### src/rtl/fetch_pkg.sv
// Shared constants and state encoding for the instruction-fetch stage.
package fetch_pkg;

    localparam logic [31:0] RESET_PC_C = 32'h0040_0000;
    localparam logic [31:0] PC_STEP_C  = 32'd4;
    localparam logic [31:0] NOP_INSTR  = 32'h0000_0000;

    typedef enum logic [1:0] {
        ST_FETCH = 2'd0,
        ST_DRAIN = 2'd1,
        ST_HOLD  = 2'd2
    } fetch_state_e;

endpackage

### src/rtl/fetch_skid_buffer.sv
// One-entry {pc, instr} holding register that catches an instruction
// returned while the IF/ID consumer is stalled.
module fetch_skid_buffer
    import fetch_pkg::*;
(
    input  logic        clock_i,
    input  logic        reset_ni,
    input  logic        load_i,
    input  logic        unload_i,
    input  logic        clear_i,
    input  logic [31:0] pc_i,
    input  logic [31:0] instr_i,
    output logic        full_o,
    output logic [31:0] pc_o,
    output logic [31:0] instr_o
);

    logic        full_q,  full_d;
    logic [31:0] pc_q,    pc_d;
    logic [31:0] instr_q, instr_d;

    // Clear beats load so a redirect always wins over a same-cycle capture.
    always_comb begin
        full_d  = full_q;
        pc_d    = pc_q;
        instr_d = instr_q;
        if (clear_i) begin
            full_d  = 1'b0;
            pc_d    = 32'h0;
            instr_d = NOP_INSTR;
        end else if (load_i) begin
            full_d  = 1'b1;
            pc_d    = pc_i;
            instr_d = instr_i;
        end else if (unload_i) begin
            full_d  = 1'b0;
        end
    end

    always_ff @(posedge clock_i) begin
        if (!reset_ni) begin
            full_q  <= 1'b0;
            pc_q    <= 32'h0;
            instr_q <= NOP_INSTR;
        end else begin
            full_q  <= full_d;
            pc_q    <= pc_d;
            instr_q <= instr_d;
        end
    end

    assign full_o  = full_q;
    assign pc_o    = pc_q;
    assign instr_o = instr_q;

endmodule

### src/rtl/fetch_stage.sv
// Instruction-fetch stage: owns the fetch PC, runs the imem req/ack
// handshake and delivers {pc, pc+4, instr, valid} to the IF/ID boundary.
module fetch_stage
    import fetch_pkg::*;
#(
    parameter logic [31:0] RESET_PC = RESET_PC_C,
    parameter logic [31:0] PC_STEP  = PC_STEP_C
) (
    input  logic        clock,
    input  logic        reset,
    input  logic        stall,
    input  logic        redirect_valid,
    input  logic [31:0] redirect_pc,
    output logic        imem_req,
    output logic [31:0] imem_addr,
    input  logic        imem_ack,
    input  logic [31:0] imem_rdata,
    output logic        if_valid,
    output logic [31:0] if_pc,
    output logic [31:0] if_pc_plus4,
    output logic [31:0] if_instr
);

    fetch_state_e state_q, state_d;
    logic [31:0]  pc_q, pc_d;
    logic [31:0]  pend_q, pend_d;
    logic         vld_q, vld_d;
    logic [31:0]  opc_q, opc_d;
    logic [31:0]  opc4_q, opc4_d;
    logic [31:0]  oinstr_q, oinstr_d;

    logic         skid_load, skid_unload, skid_clear, skid_full;
    logic [31:0]  skid_pc, skid_instr;
    logic [31:0]  pc_plus;

    assign pc_plus = pc_q + PC_STEP;

    fetch_skid_buffer u_skid (
        .clock_i  (clock),
        .reset_ni (reset),
        .load_i   (skid_load),
        .unload_i (skid_unload),
        .clear_i  (skid_clear),
        .pc_i     (pc_q),
        .instr_i  (imem_rdata),
        .full_o   (skid_full),
        .pc_o     (skid_pc),
        .instr_o  (skid_instr)
    );

    always_ff @(posedge clock) begin
        if (!reset) begin
            state_q <= ST_FETCH;
        end else begin
            state_q <= state_d;
        end
    end

    always_comb begin
        state_d = state_q;
        case (state_q)
            ST_FETCH: begin
                if (redirect_valid) begin
                    if (!imem_ack) state_d = ST_DRAIN;
                end else if (imem_ack && stall && vld_q) begin
                    state_d = ST_HOLD;
                end
            end
            ST_DRAIN: if (imem_ack) state_d = ST_FETCH;
            ST_HOLD:  if (redirect_valid || !stall) state_d = ST_FETCH;
            default:  state_d = ST_FETCH;
        endcase
    end

    // An un-stalled consumer takes the payload, so valid falls unless reloaded.
    always_comb begin
        pc_d        = pc_q;
        pend_d      = pend_q;
        vld_d       = stall ? vld_q : 1'b0;
        opc_d       = opc_q;
        opc4_d      = opc4_q;
        oinstr_d    = oinstr_q;
        skid_load   = 1'b0;
        skid_unload = 1'b0;
        skid_clear  = 1'b0;
        imem_req    = (state_q != ST_HOLD);
        imem_addr   = pc_q;
        case (state_q)
            ST_FETCH: begin
                if (redirect_valid) begin
                    vld_d = 1'b0;
                    if (imem_ack) pc_d   = redirect_pc;
                    else          pend_d = redirect_pc;
                end else if (imem_ack) begin
                    pc_d = pc_plus;
                    if (!stall || !vld_q) begin
                        vld_d    = 1'b1;
                        opc_d    = pc_q;
                        opc4_d   = pc_plus;
                        oinstr_d = imem_rdata;
                    end else begin
                        skid_load = 1'b1;
                    end
                end
            end
            ST_DRAIN: begin
                vld_d = 1'b0;
                if (redirect_valid) begin
                    if (imem_ack) pc_d   = redirect_pc;
                    else          pend_d = redirect_pc;
                end else if (imem_ack) begin
                    pc_d = pend_q;
                end
            end
            ST_HOLD: begin
                if (redirect_valid) begin
                    vld_d      = 1'b0;
                    skid_clear = 1'b1;
                    pc_d       = redirect_pc;
                end else if (!stall) begin
                    vld_d       = skid_full;
                    opc_d       = skid_pc;
                    opc4_d      = skid_pc + PC_STEP;
                    oinstr_d    = skid_instr;
                    skid_unload = 1'b1;
                end
            end
            default: ;
        endcase
    end

    always_ff @(posedge clock) begin
        if (!reset) begin
            pc_q     <= RESET_PC;
            vld_q    <= 1'b0;
            opc_q    <= 32'h0;
            opc4_q   <= 32'h0;
            oinstr_q <= NOP_INSTR;
        end else begin
            pc_q     <= pc_d;
            vld_q    <= vld_d;
            opc_q    <= opc_d;
            opc4_q   <= opc4_d;
            oinstr_q <= oinstr_d;
        end
    end

    // The pending target is only read in DRAIN, which always writes it first.
    always_ff @(posedge clock) begin
        pend_q <= pend_d;
    end

    assign if_valid    = vld_q;
    assign if_pc       = opc_q;
    assign if_pc_plus4 = opc4_q;
    assign if_instr    = oinstr_q;

endmodule

### config.mk
export PLATFORM = sky130hd
export DESIGN_NAME = fetch_stage
export DESIGN_NICKNAME = d
export VERILOG_FILES = /design/src/rtl/fetch_pkg.sv /design/src/rtl/fetch_skid_buffer.sv /design/src/rtl/fetch_stage.sv
export SDC_FILE = /design/constraint.sdc
export NUM_CORES = 1
export LEC_CHECK = 0
export CORE_ASPECT_RATIO = 0.6
export CORE_MARGIN = 5
export CORE_UTILIZATION = 54
export DETAILED_ROUTE_END_ITERATION = 8
export PLACE_DENSITY = 0.89
export SLEW_MARGIN = 15
export SYNTH_ARGS = -nofsm -noshare
export SYNTH_HDL_FRONTEND = slang
export SYNTH_SLANG_ARGS = --single-unit
### constraint.sdc
create_clock -name clock -period 3.8 [get_ports clock]
set_clock_uncertainty 0.1 [all_clocks]
set_input_delay 0.57 -clock clock [delete_from_list [all_inputs] [get_ports clock]]
set_output_delay 0.57 -clock clock [all_outputs]
set_load 0.02 [all_outputs]
Word level (Yosys, flattened, before mapping)
Cells that the tools add are included.

cells by class
  add/sub/neg operators = 2
  eq/ne operators = 15
  mux-type cells = 49
  bitwise gates (word level) = 2
  reduce and logical (&&, ||, !) cells = 16

operators by type and width
  operator                                                                number
  32-bit 2-to-1 mux                                                       21
  32-bit case mux with 2 select lines                                     3
  32-bit case mux with 3 select lines                                     1
  32-bit by 3-bit adder with 32-bit output (second input constant)        2
  2-bit inequality test (second input constant)                           9
  1-bit 2-to-1 mux                                                        17
  3-bit inequality test (second input constant)                           4
  2-bit 2-to-1 mux                                                        5
  4-bit AND reduction                                                     2
  2-bit case mux with 3 select lines                                      1
  6-bit AND reduction                                                     1
  2-bit nonzero test                                                      2
  2-bit OR reduction                                                      2
  1-bit case mux with 3 select lines                                      1
  3-bit AND reduction                                                     1
  3-bit nonzero test                                                      1
  2-bit by 1-bit equality test with 1-bit output (second input constant)  1
  2-bit equality test (second input constant)                             1
  1-bit logical AND                                                       2
  1-bit logical NOT                                                       2
  2-bit logical NOT                                                       1
  1-bit logical OR                                                        2
  1-bit NOT                                                               2

word-level totals
  register bits after elaboration = 228
  output and inout port bits = 130
  logic and storage cells = 94

Depth between registers and ports, before layout
  word-level depth = 7
  mapped depth = 10
  gate-level depth less buffers = 7

By module
A second synthesis with hierarchy kept.

second synthesis, totals
  cell total of the unflattened synthesis = 1276
  area, all modules = 11528.6 um2

modules (own cells, without submodules)
  module             instances  cells an instance  area an instance (um2)
  fetch_stage        1          1065               9171.3
  fetch_skid_buffer  1          211                2357.3

Least setup slack after synthesis
OpenSTA, ideal clock, no wires.

  path kind = input -> register
  from = in imem_ack
  to = reg pend_q[0], enable pin
  setup time = 0.421 ns
  data arrival time = 2.396 ns
  data required time = 3.279 ns
  slack = 0.883 ns
  stages on the path = 4
  buffers on the path = 2
  cells stage by stage = clkbuf_1 -> buf_2 -> nand2b_1 -> nor2_1

between the ends
  longest elaborated chain between the ends = 2

RTL lines
  element                               line                text
  start: declaration                    fetch_stage.sv:16   input logic imem_ack,
  1-bit NOT (no source line)            -
  3-bit AND reduction (no source line)  -
  end signal: assignment                fetch_stage.sv:150  pend_q <= pend_d;
  end: declaration                      fetch_stage.sv:26   logic [31:0] pend_q, pend_d;

No other way between the ends.
A chain may end at the register's enable or synchronous reset.

Final worst setup path
  from = reg state_q[0]
  to = out imem_req

between the ends
  longest elaborated chain between the ends = 1

RTL lines
  element                   line               text
  start: declaration        fetch_stage.sv:24  fetch_state_e state_q, state_d;
  start signal: assignment  fetch_stage.sv:55  state_q <= state_d;
  2-bit inequality test     fetch_stage.sv:86  imem_req = (state_q != ST_HOLD);
  end: declaration          fetch_stage.sv:14  output logic imem_req,

No other way between the ends.

==> flow_summary.json <==
{
  "r2r_cells": 8,
  "final_layout_size_suffix_gt1_share_pct": 6.42,
  "max_freq_ghz": 0.322,
  "cp.required_ps": 3130,
  "cts_resized": 0,
  "synth_seq_area_share_pct": 41.4,
  "path_clk_slew_ps": 70,
  "multi_input_area_mm2": 0.00628,
  "place_area_mm2": 0.0138,
  "synthToLayoutAreaGrowth_pct": 24.0,
  "hold_start": "u_skid.instr_o[29]",
  "r2r_end": "imem_addr[21]",
  "antenna_cells": 0,
  "ios": 199,
  "drc_errors": 0,
  "reg2reg_slack_ps": 710,
  "rsz0062_at_grt": "no",
  "grt-ovfl-total": 0,
  "clock_latency_ps": 510,
  "async_flop_share_pct": 0,
  "first_pass_iters": 6,
  "cp_max_fo": 44,
  "ys_types": 68,
  "p_leak_nw": 4.70,
  "place_congestion": 0.986,
  "power_density_mw_per_mm2": 548,
  "r2r-start": "state_q[0]",
  "synthCells": 1395,
  "dp_hpwl_mm": 26.9,
  "drv_cap": 0,
  "crit_chain": "inv_1 > ha_4 > inv_1 > clkdlybuf4s50_1",
  "crit_buf_inv": 3,
  "rows": 41,
  "track_usage_pct": 30.0,
  "fillers": 1712,
  "hold_path_class": "reg -> reg",
  "drtIter0Drc": 1362,
  "vias_per_cell": 6.49,
  "drt_wl_total_mm": 39.0,
  "wl_per_cell_um": 21.6,
  "synth-edff-count": 32,
  "worst_slew_pin_slew_ps": 932,
  "cts_setup_buffers": 0,
  "grt_pass1_wl_mm": 59.5,
  "grt_pass1_vias": 10601,
  "min_period_over_period_pct": 81.8,
  "die_x_um": 200,
  "drv_slew": 0,
  "clock-root-buffer": "clkbuf_16",
  "grt_max_degree": 83,
  "fin_tns_setup_ps": 0,
  "ys_ff_latch": 226,
  "vdd_drop_max_mv": 0.300,
  "yosys_warnings": 0,
  "hold_depth": 2,
  "synth_ff_type": "dfxtp_1",
  "htreeDepth": 1,
  "finalCriticalPeriod_ps": 3110,
  "clock-sinks": 226,
  "syn_area_mm2": 0.0117,
  "cp_common_cell": "inv_1",
  "cp_top_family": "buffers and inverters",
  "ant_nets": 0,
  "start_util_pct": 55.3,
  "io_buffer_count": 198,
  "worst_path_largest_cell_delay_ps": 600,
  "worstPathArrival_ps": 2440,
  "vias": 11707,
  "final-seq-area_mm2": 0.00484,
  "cts_tree": "yes",
  "final_hold_viol_count": 0,
  "finish.utilization_pct": 68.5,
  "worstSetupEndpointType": "output port",
  "crit_slowest_cell": "ha_4",
  "core-area_mm2": 0.0212,
  "avgSynthCellArea_um2": 8.39,
  "synth_nets": 1470,
  "setup_viol": 0,
  "path_class": "reg -> out",
  "die_area_mm2": 0.0248,
  "status": "finished clean",
  "design_area_mm2": 0.0145,
  "hold_buffers": 0,
  "slew_headroom_pct": 37.4,
  "nNetsFinal": 1585,
  "floorplan.die.height_um": 124,
  "startpoint_type": "register",
  "hold-path-endpoint": "u_skid.instr_o[29]",
  "cts_buffers": 22,
  "ctsLongestPathBuffers": 3,
  "antenna_found_initial": 0
}
==> power breakdown <==
part,switching [W],internal (W)
registers,0.000349,0.00270
clock network,0.000968,0.00126
logic,0.00158,0.00110
==> kinds of logic after synthesis <==
| family | synth area share (%) |
|---|---|
| xor gates and xnor gates | 2.47 |
| DFF | 41.4 |
| buffers and inverters | 5.52 |
| and+or+nand+nor | 19.5 |
| adders and majority gates | 0.641 |
| AOI/OAI and AO/OA | 22.2 |
| muxes | 8.29 |
==> registers in the layout (all words and copies together), names as in the netlist <==
signal          count
pend_q             32
u_skid.pc_o        32
if_pc_plus4        30
if_instr           32
u_skid.instr_o     32
if_pc              32
if_valid            1
state_q             2
imem_addr          32
u_skid.full_o       1
==> worst reg2reg max path, delay by kind of cell (launching register included) <==
kind	cells	cell delay [ps]
compound gates	3	650
fa+ha+maj	1	600
buf+inv	2	920
flops	1	370
mux	1	270
simple gates	1	110
==> cells in the final DEF, fill, tap and decap left out, drive strengths merged, types with 8 or more instances in the layout <==
cell type and count:
o21ai 61, clkdlybuf4s50 196, nand4 23, buf 33, mux2i 88, a22o 12
xnor2 19, o31ai 10, or3 10, or4 15, inv 23, nor4 14
and2 9, a22oi 20, a21oi 111, xor2 14, o22ai 15, mux2 8
and4 9, a31oi 14, nor2 101, nand2 202, a211oi 64, nor3 23
clkbuf 31, o211ai 20, edfxtp 32, nand3 50, dfxtp 194
==> cells in the mapped netlist (5+ instances only) <==
library cell  count  share of area, %
mux2i_1          88               7.5
a22oi_1          20               1.3
o211ai_1         20               1.3
a22o_1           12              0.90
nand3b_1          7              0.45
nor4_1           13              0.69
o21a_1            6              0.38
a32oi_1           6              0.45
xnor2_1          19               1.4
or4_1            14              0.90
nor3_1           23              0.98
o21ai_0          61               2.6
a21oi_1         111               4.7
nand2b_1          5              0.27
ha_1              6              0.64
a21o_1            7              0.45
xor2_1           14               1.0
and4_1            9              0.67
and2_1            9              0.48
edfxtp_1         32               8.2
nand4_1          19               1.0
a32o_1            7              0.60
dfxtp_1         194                33
o31a_1            5              0.37
buf_2            31               1.3
mux2_2            8              0.77
a211oi_1         64               4.1
o22ai_1          15              0.80
inv_1            21              0.67
o31ai_1          10              0.64
buf_1            12              0.38
or3_1            10              0.53
clkbuf_1         91               2.9
nand2_1         202               6.5
nand3_1          50               2.1
nor2_1          101               3.2
a31oi_1          14              0.75
==> through the flow <==
| step | hold slack [ps] | power [W] | std cells | worst slack [ps] |
|---|---|---|---|---|
| 2_1_floorplan | 336 | 0.00463 | 1395 | 883 |
| 6_report | 354 | 0.00795 | 1805 | 692 |
| 4_1_cts | 355 | 0.00793 | 1805 | 691 |
| 5_1_grt | 375 | 0.00828 | 1805 | 539 |
| 3_3_place_gp | 341 | 0.00565 | 1765 | 880 |
| 3_5_place_dp | 346 | 0.00572 | 1765 | 753 |
==> per-layer routing <==
metal / track usage, % / part of all wire [%]
met4: 6.66 / 2.1
met1: 45.4 / 44
met2: 43.9 / 42
met5: 0 / 0
met3: 6.03 / 12
==> final cells by class <==
cell class | count | area share, %
clock buffers | 31 | 4.45
clock inverters | 9 | 0.543
inverters | 21 | 0.543
multi-input cells | 1010 | 43.2
flip-flops and latches | 226 | 33.4
well taps | 279 | 2.40
repair buffers | 229 | 15.4
==> worst max path at each step <==
stage / from / to / slack, ps / cells past startpoint
finish: state_q[0] / imem_req / 690 / 4
global placement: state_q[0] / imem_addr[27] / 880 / 8
CTS: state_q[0] / imem_req / 690 / 4
detailed placement: state_q[0] / imem_addr[21] / 750 / 8
floorplan: imem_ack / pend_q[0] / 880 / 4
global route: state_q[0] / imem_addr[29] / 540 / 8
(Power assumes the default switching activity.)
